File: config.mk
export PLATFORM = sky130hd
export DESIGN_NAME = stream_mux
export DESIGN_NICKNAME = d
export VERILOG_FILES = /design/src/rtl/mux_pkg.sv /design/src/rtl/rr_arbiter.sv /design/src/rtl/stream_mux.sv
export SDC_FILE = /design/constraint.sdc
export NUM_CORES = 1
export LEC_CHECK = 0
export ABC_AREA = 1
export CORE_ASPECT_RATIO = 0.6
export CORE_MARGIN = 2
export CORE_UTILIZATION = 55
export DETAILED_ROUTE_END_ITERATION = 16
export DONT_BUFFER_PORTS = 1
export PLACE_DENSITY = 0.7
export SETUP_SLACK_MARGIN = 0.1
export SYNTH_ARGS = -nofsm -noshare
export SYNTH_HDL_FRONTEND = slang
export SYNTH_SLANG_ARGS = --single-unit
File: constraint.sdc
create_clock -name clk -period 5.42 [get_ports clk]
set_clock_uncertainty 0.15 [all_clocks]
set_input_delay 0.542 -clock clk [delete_from_list [all_inputs] [get_ports clk]]
set_output_delay 0.542 -clock clk [all_outputs]
set_load 0.02 [all_outputs]
File: src/rtl/mux_pkg.sv
// Shared constants and helpers for the stream multiplexer slice.
// Holds the mode encoding and the select-field width rule.
package mux_pkg;

  typedef enum logic {
    MODE_FIXED = 1'b0,
    MODE_RR    = 1'b1
  } mode_e;

  // Select/channel-ID width: enough bits to index every channel, never zero.
  function automatic int sel_width(input int nch);
    return (nch <= 2) ? 1 : $clog2(nch);
  endfunction

endpackage

File: src/rtl/rr_arbiter.sv
// Combinational round-robin arbiter: grants the first requester after ptr,
// wrapping around, and reports the grant both one-hot and as an index.
module rr_arbiter #(
  parameter int NCH  = 9,
  parameter int SELW = 4
) (
  input  logic [NCH-1:0]  req,
  input  logic [SELW-1:0] ptr,
  output logic [NCH-1:0]  grant,
  output logic [SELW-1:0] idx
);

  always_comb begin
    int              cand;
    logic [SELW-1:0] cand_idx;
    logic            found;
    // NOTE: every output and local gets a default before any conditional
    // assignment, so no path through the block leaves a value unassigned
    // and no latch is inferred.
    grant    = '0;
    idx      = '0;
    found    = 1'b0;
    cand     = 0;
    cand_idx = '0;
    // Search order starts one past the last winner, so the previous grantee
    // is considered last.
    for (int off = 1; off <= NCH; off++) begin
      cand = int'(ptr) + off;
      if (cand >= NCH) cand = cand - NCH;
      cand_idx = SELW'(cand);
      if (!found && req[cand_idx]) begin
        found           = 1'b1;
        grant[cand_idx] = 1'b1;
        idx             = cand_idx;
      end
    end
  end

endmodule

File: src/rtl/stream_mux.sv
// N-to-1 stream multiplexer with fixed or round-robin channel selection
// feeding a single registered output slot with valid/ready handshakes.
module stream_mux
  import mux_pkg::*;
#(
  parameter  int WIDTH = 16,
  parameter  int NCH   = 9,
  localparam int SELW  = sel_width(NCH)
) (
  input  logic                 clk,
  input  logic                 rst_n,
  input  logic [NCH*WIDTH-1:0] in_data,
  input  logic [NCH-1:0]       in_valid,
  output logic [NCH-1:0]       in_ready,
  input  logic                 mode,
  input  logic [SELW-1:0]      sel,
  output logic [WIDTH-1:0]     out_data,
  output logic                 out_valid,
  input  logic                 out_ready,
  output logic [SELW-1:0]      out_ch
);

  logic [NCH-1:0]   fixed_grant;
  logic [NCH-1:0]   rr_grant;
  logic [SELW-1:0]  rr_idx;
  logic [NCH-1:0]   grant;
  logic [SELW-1:0]  grant_idx;
  logic [WIDTH-1:0] grant_data;
  logic             slot_free;
  logic             in_xfer;

  logic [WIDTH-1:0] out_data_q,  out_data_d;
  logic [SELW-1:0]  out_ch_q,    out_ch_d;
  logic             out_valid_q, out_valid_d;
  logic [SELW-1:0]  ptr_q,       ptr_d;

  rr_arbiter #(
    .NCH  (NCH),
    .SELW (SELW)
  ) u_rr_arbiter (
    .req   (in_valid),
    .ptr   (ptr_q),
    .grant (rr_grant),
    .idx   (rr_idx)
  );

  // Shifting a single one by sel yields zero for out-of-range selects.
  assign fixed_grant = NCH'(1) << sel;

  assign grant     = (mode == MODE_RR) ? rr_grant : fixed_grant;
  assign grant_idx = (mode == MODE_RR) ? rr_idx   : sel;

  assign slot_free = !out_valid_q || out_ready;
  assign in_ready  = (rst_n && slot_free) ? grant : '0;
  assign in_xfer   = |(in_valid & in_ready);

  always_comb begin
    grant_data = '0;
    for (int k = 0; k < NCH; k++) begin
      grant_data = grant_data | (in_data[k*WIDTH +: WIDTH] & {WIDTH{grant[k]}});
    end
  end

  always_comb begin
    out_valid_d = out_valid_q;
    out_data_d  = out_data_q;
    out_ch_d    = out_ch_q;
    ptr_d       = ptr_q;
    // A held word only moves when the slot frees; data/ID persist when idle.
    if (slot_free) begin
      out_valid_d = in_xfer;
      if (in_xfer) begin
        out_data_d = grant_data;
        out_ch_d   = grant_idx;
        if (mode == MODE_RR) ptr_d = grant_idx;
      end
    end
  end

  always_ff @(posedge clk) begin
    if (!rst_n) begin
      // NOTE: the data and channel-ID registers are reset too, not only the
      // valid flag, so the output bus reads zero after reset.
      out_valid_q <= 1'b0;
      out_data_q  <= '0;
      out_ch_q    <= '0;
      ptr_q       <= SELW'(NCH - 1);
    end else begin
      // NOTE: state registers use non-blocking assignments so every register
      // samples its next-state value from the same pre-edge snapshot.
      out_valid_q <= out_valid_d;
      out_data_q  <= out_data_d;
      out_ch_q    <= out_ch_d;
      ptr_q       <= ptr_d;
    end
  end

  assign out_valid = out_valid_q;
  assign out_data  = out_data_q;
  assign out_ch    = out_ch_q;

endmodule

Yosys cells after proc, flatten, opt, wreduce, memory -nomap -nowiden
Cells that the tools add are included.
Widths: inputs -> output; s select.
- flip-flop bits (word level): 25
- output and inout port bits: 30
- word-level logic and storage cells: 181
- add/sub/neg operators: 18
- $lt $le $gt $ge: 27
- shift-type cells: 1
- muxes and demuxes: 74
- bitwise logic cells: 26
- reduce and logical (&&, ||, !) cells: 31
- operators with widths (cell ; number):
    $and 16x16->16 ; 9
    $or 16x16->16 ; 8
    $mux 9 ; 11
    $mux 4 ; 19
    $or 9x9->9 ; 8
    $ge 5x4->1 const B ; 9
    $lt 4x5->1 const B ; 9
    $bmux 1 s4 ; 9
    $demux 1 s4 ; 9
    $ge 4x1->1 const B ; 9
    $sub 4x4->4 const B ; 9
    $mux 1 ; 26
    $add 4x3->5 const B ; 4
    $logic_and 1x1->1 ; 18
    $add 4x2->5 const B ; 2
    $add 4x4->5 const B ; 2
    $and 9x9->9 ; 1
    $logic_not 1->1 ; 9
    $reduce_or 9->1 ; 1
    $shl 1x4->9 const A ; 1
    $add 4x1->5 const B ; 1
    $reduce_and 3->1 ; 1
    $reduce_and 2->1 ; 1
    $logic_or 1x1->1 ; 1

Logic depth before layout (Yosys ltp)
- depth after elaboration: 40
- mapped depth: 34

Hierarchy
A second synthesis with hierarchy kept.
- cells, all modules: 1190
- area, all modules: 5908.2 sq um
- modules (own cells, without submodules) (module ; times used ; cells each ; area each (sq um)):
    rr_arbiter ; 1 ; 771 ; 3679.8
    stream_mux ; 1 ; 419 ; 2228.4

Worst setup path before layout
Ideal clock, no wire load.
- path type: register to output
- from: reg ptr_q[1]
- to: out in_ready[6]
- data arrival time: 3760 ps
- required time: 4728 ps
- path slack: 968 ps
- stages on the path, launching flop included: 22
- cell sequence: dfxtp_1 -> inv_1 -> ha_1 -> buf_2 -> nor2_1 -> or2_2 -> nand2_1 -> o21ai_2 -> inv_1 -> nand2_1 -> nand2_1 -> nand2_1 -> nand3_4 -> nand4_4 -> nor2_8 -> nand4_1 -> nor2_1 -> nor2_1 -> a21boi_2 -> buf_4 -> inv_1 -> nor2_1
- cells in the longest elaborated chain, start to end: 32
- ends and longest elaborated chain (what ; line ; RTL):
    from (decl) ; stream_mux.sv:35 ; logic [SELW-1:0] ptr_q, ptr_d;
    from (signal assigned) ; stream_mux.sv:87 ; ptr_q <= SELW'(NCH - 1);
    from (signal assigned) ; stream_mux.sv:94 ; ptr_q <= ptr_d;
    parallel branches: the longest is 29 deep, another holds $add 4x1->5 ; - ;
    $mux 9 (*) ; rr_arbiter.sv:31 ; if (!found && req[cand_idx]) begin
    $mux 9 (*) ; stream_mux.sv:50 ; assign grant = (mode == MODE_RR) ? rr_grant : fixed_grant;
    $mux 9 (*) ; stream_mux.sv:54 ; assign in_ready = (rst_n && slot_free) ? grant : '0;
    to (decl) ; stream_mux.sv:14 ; output logic [NCH-1:0] in_ready,
Every way passes the cells marked *. The select of a mux whose other input is x is not followed.

Worst setup path after layout
- from: reg ptr_q[0]
- to: out in_ready[7]
Same word-level chain as after synthesis.

==> qor.csv <==
stage;metric;value;unit
finish;fin_cells;1251;
drt;routed_wl;23.3;mm
logic_synthesis;syn-cell-area;5840;µm²
cts;cts_max_path_buffers;2;
drt;viasPerCell;6.15;
finish;n_antenna_cell;0;
sta;finalSetupTns;0;ps
floorplan;rows;29;
logic_synthesis;synth.distinct_cells;49;
cts;cts_tree;built;
worst_setup_path;required;4730;ps
place;io_buffers;0;
cts;cts_made_buffers;3;
drt;postRouteAntennaNets;0;
drt;drc;0;
sta;finalMaxSlewViolations;0;
drt;drtPass1Iterations;11;
cts;cts.reportedPaths.clkPinSlew;60;ps
place;dpl.cell_count;1247;
logic_synthesis;synth-main-ff-cell;dfxtp_1;
sta;fmax;0.199;GHz
sta;slew_headroom;7.24;%
logic_synthesis;synth_nets;1293;
finish;nets;1294;
worst_setup_path;crit_fanout;19;
cts;postCtsSetupBuffers;0;
drt;drt_iter0_drc;1298;
sta;hold_viol_final;0;
floorplan;dieArea;11500;µm²
cts;insertion_delay;250;ps
logic_synthesis;synthArstFlopShare;0;%
drt;wl_per_cell;18.6;µm
place;gp_congestion;1.16;
logic_synthesis;netlist_top_cells_count;nand2_1 (332), nor2_1 (173), nand3_1 (154);
worst_setup_path;start_kind;register;
logic_synthesis;synthCells;1112;
global_route;grt_util_all_layers;39.0;%
finish;area_growth;4.95;%
worst_setup_path;cp-end-kind;output port;
drt;vias;7694;
sta;worst_pin_slew;1380;ps
sta;setup_viol;0;
logic_synthesis;synth.most_common_cell;nand2_1;
sta;rsz0062_at_grt;false;
floorplan;die_height;83.8;µm
global_route;grt_pass1_wl;35.1;mm
worst_setup_path;path_delay_family;simple AND/OR/NAND/NOR gates;
worst_setup_path;crit_top_cell;nor2_1;
sta;finalCriticalPeriod;5020;ps
worst_setup_path;cp_cell_sequence;inv_2 -> ha_1 -> nor2_1 -> nand3_1 -> nand2_2 -> nand2_2 -> nand2_1 -> o21ai_2 -> nor2_1 -> nand2_1 -> nand3_4 -> nand4_4 -> nor2_8 -> nand4_1 -> nor2_1 -> nor2_1 -> nand2_1 -> nand2_1 -> nor2_1;
worst_setup_path;slowest_delay;360;ps
worst_setup_path;arrival;4320;ps
logic_synthesis;synth_top_area_cell;nand2_1;
floorplan;core;10500;µm²
global_route;grt_pass1_vias;6387;
floorplan;start_util;55.9;%
global_route;antenna_found_initial;0;
logic_synthesis;synth_top_area_share;21.3;%
worst_setup_path;slowest_stage;nor2_1;
hold_path;hold_path_class;input port to register;
global_route;grt_max_degree;27;
finish;final_util;58.7;%
cts;clock_sinks;25;
global_route;overflow;0;
worst_setup_path;critical_path_class;register to output port;
cts;clockRootBuffer;clkbuf_16;
logic_synthesis;synth_edf_count;0;
logic_synthesis;yosysWarningCount;0;
logic_synthesis;ys_ff_latch;25;
logic_synthesis;syn_avg_cell_area;5.25;µm²
place;dp_hpwl;19.2;mm
logic_synthesis;netlist_top_cells_area;nand2_1 (21%), nand3_1 (13%), nor2_1 (11%), dfxtp_1 (8.6%), inv_1 (6.3%);
run_status;status;complete, no violations;
logic_synthesis;ys_seq_area_share;8.57;%
finish;layout-drive-gt1-share;10.4;%
floorplan;io_pins;191;
worst_setup_path;worst-path-buf-inv;1;
sta;fin_crit_sh;92.5;%
run;drv_cap;0;
floorplan;die_w;137;µm
cts;htree_levels;1;
## final timing paths
| check | startpoint | to | slack, ps | cells after the start |
|---|---|---|---|---|
| worst max-delay path | ptr_q[0] | in_ready[7] | 400 | 19 |
| worst min-delay path | rst_n | ptr_q[3] | 230 | 1 |
| worst max register to register | ptr_q[2] | out_data[10] | 460 | 26 |
| worst min register to register | out_ch[2] | out_ch[2] | 440 | 2 |
## per-stage QoR
| stage | area [µm²] | setup slack [ps] | hold slack (ps) |
|---|---|---|---|
| final | 6130 | 404 | 228 |
| after global routing | 6130 | 102 | 218 |
| after CTS | 6120 | 488 | 223 |
| after detailed placement | 6040 | 660 | 436 |
| after global placement | 6040 | 646 | 430 |
| after floorplan | 5840 | 968 | 394 |
## worst register-to-register path, cell delays in order (launching register included)
cell	delay, ps
dfxtp_1	560
inv_2	130
ha_1	420
nor2_1	100
o21ai_2	240
nand2_4	130
o21ai_1	310
inv_1	140
nor2_2	250
nand2_1	110
inv_1	80
nor2_2	70
nand2_2	90
nor2_1	70
nand3_1	180
nor2_1	70
nor2_1	110
nand3_1	90
nor2_1	310
nand2_1	90
nand4_1	80
nand2_1	70
nor2_2	250
nand3_4	250
buf_4	250
o21ai_0	160
nor2_1	70
## state kept, by name (all words and copies together) (netlist names)
name       flops
out_ch         4
out_data      16
ptr_q          4
out_valid      1
## placed cells by master, fill, tap and decap left out, types with 2 or more instances in the layout
master and n:
a21oi_1 23, a21oi_2 2, and3_1 3, buf_4 26, clkbuf_16 3, clkinv_1 3, dfxtp_1 24, ha_1 20
inv_1 98, inv_2 14, inv_4 2, nand2_1 332, nand2_2 21, nand2_4 2, nand3_1 154, nand3_2 6
nand3_4 3, nand3b_1 11, nand4_1 48, nand4_4 4, nor2_1 173, nor2_2 10, nor2_4 4, nor3_1 6
o211ai_1 3, o21ai_0 42, o21ai_1 29, o21ai_2 8, o22ai_1 3, o2bb2ai_1 9, o31ai_1 4, xor2_1 4
xor2_2 3
## per-layer routing
layer  global-route usage (%)  share of wire, %
met5                        0                 0
met4                     4.78               1.3
met3                     18.7                18
met2                     46.8                36
met1                     61.4                45
## repair_timing
| action | 4_1_cts | 5_1_grt |
|---|---|---|
| hold buffers | 0 | 0 |
| gates resized for setup | 0 | 2 |
| setup endpoints to repair | 0 | 5 |
## area by class of cell
class | instances | area, µm²
well taps | 139 | 174
multi-input cells | 940 | 4730
fillers | 1078 | 4320
inverters | 117 | 444
repair buffers | 26 | 195
clock inverters | 1 | 7.51
flip-flops and latches | 25 | 502
clock buffers | 3 | 75.1
## kinds of logic (layout without fill, tap and decap cells)
family                   Yosys count  in the layout  share of synthesized area, %
buffers and inverters            147            147                          10.5
AO/OA/AOI/OAI                    129            129                          13.2
XOR/XNOR                           7              7                          1.31
AND/OR/NAND/NOR                  784            784                          62.1
adder cells (fa/ha/maj)           20             20                          4.28
flip-flops                        25             25                          8.57
Power is left out: the tool's default activity adds up to more than one toggle a clock period on the data nets, which glitch-free logic cannot reach.
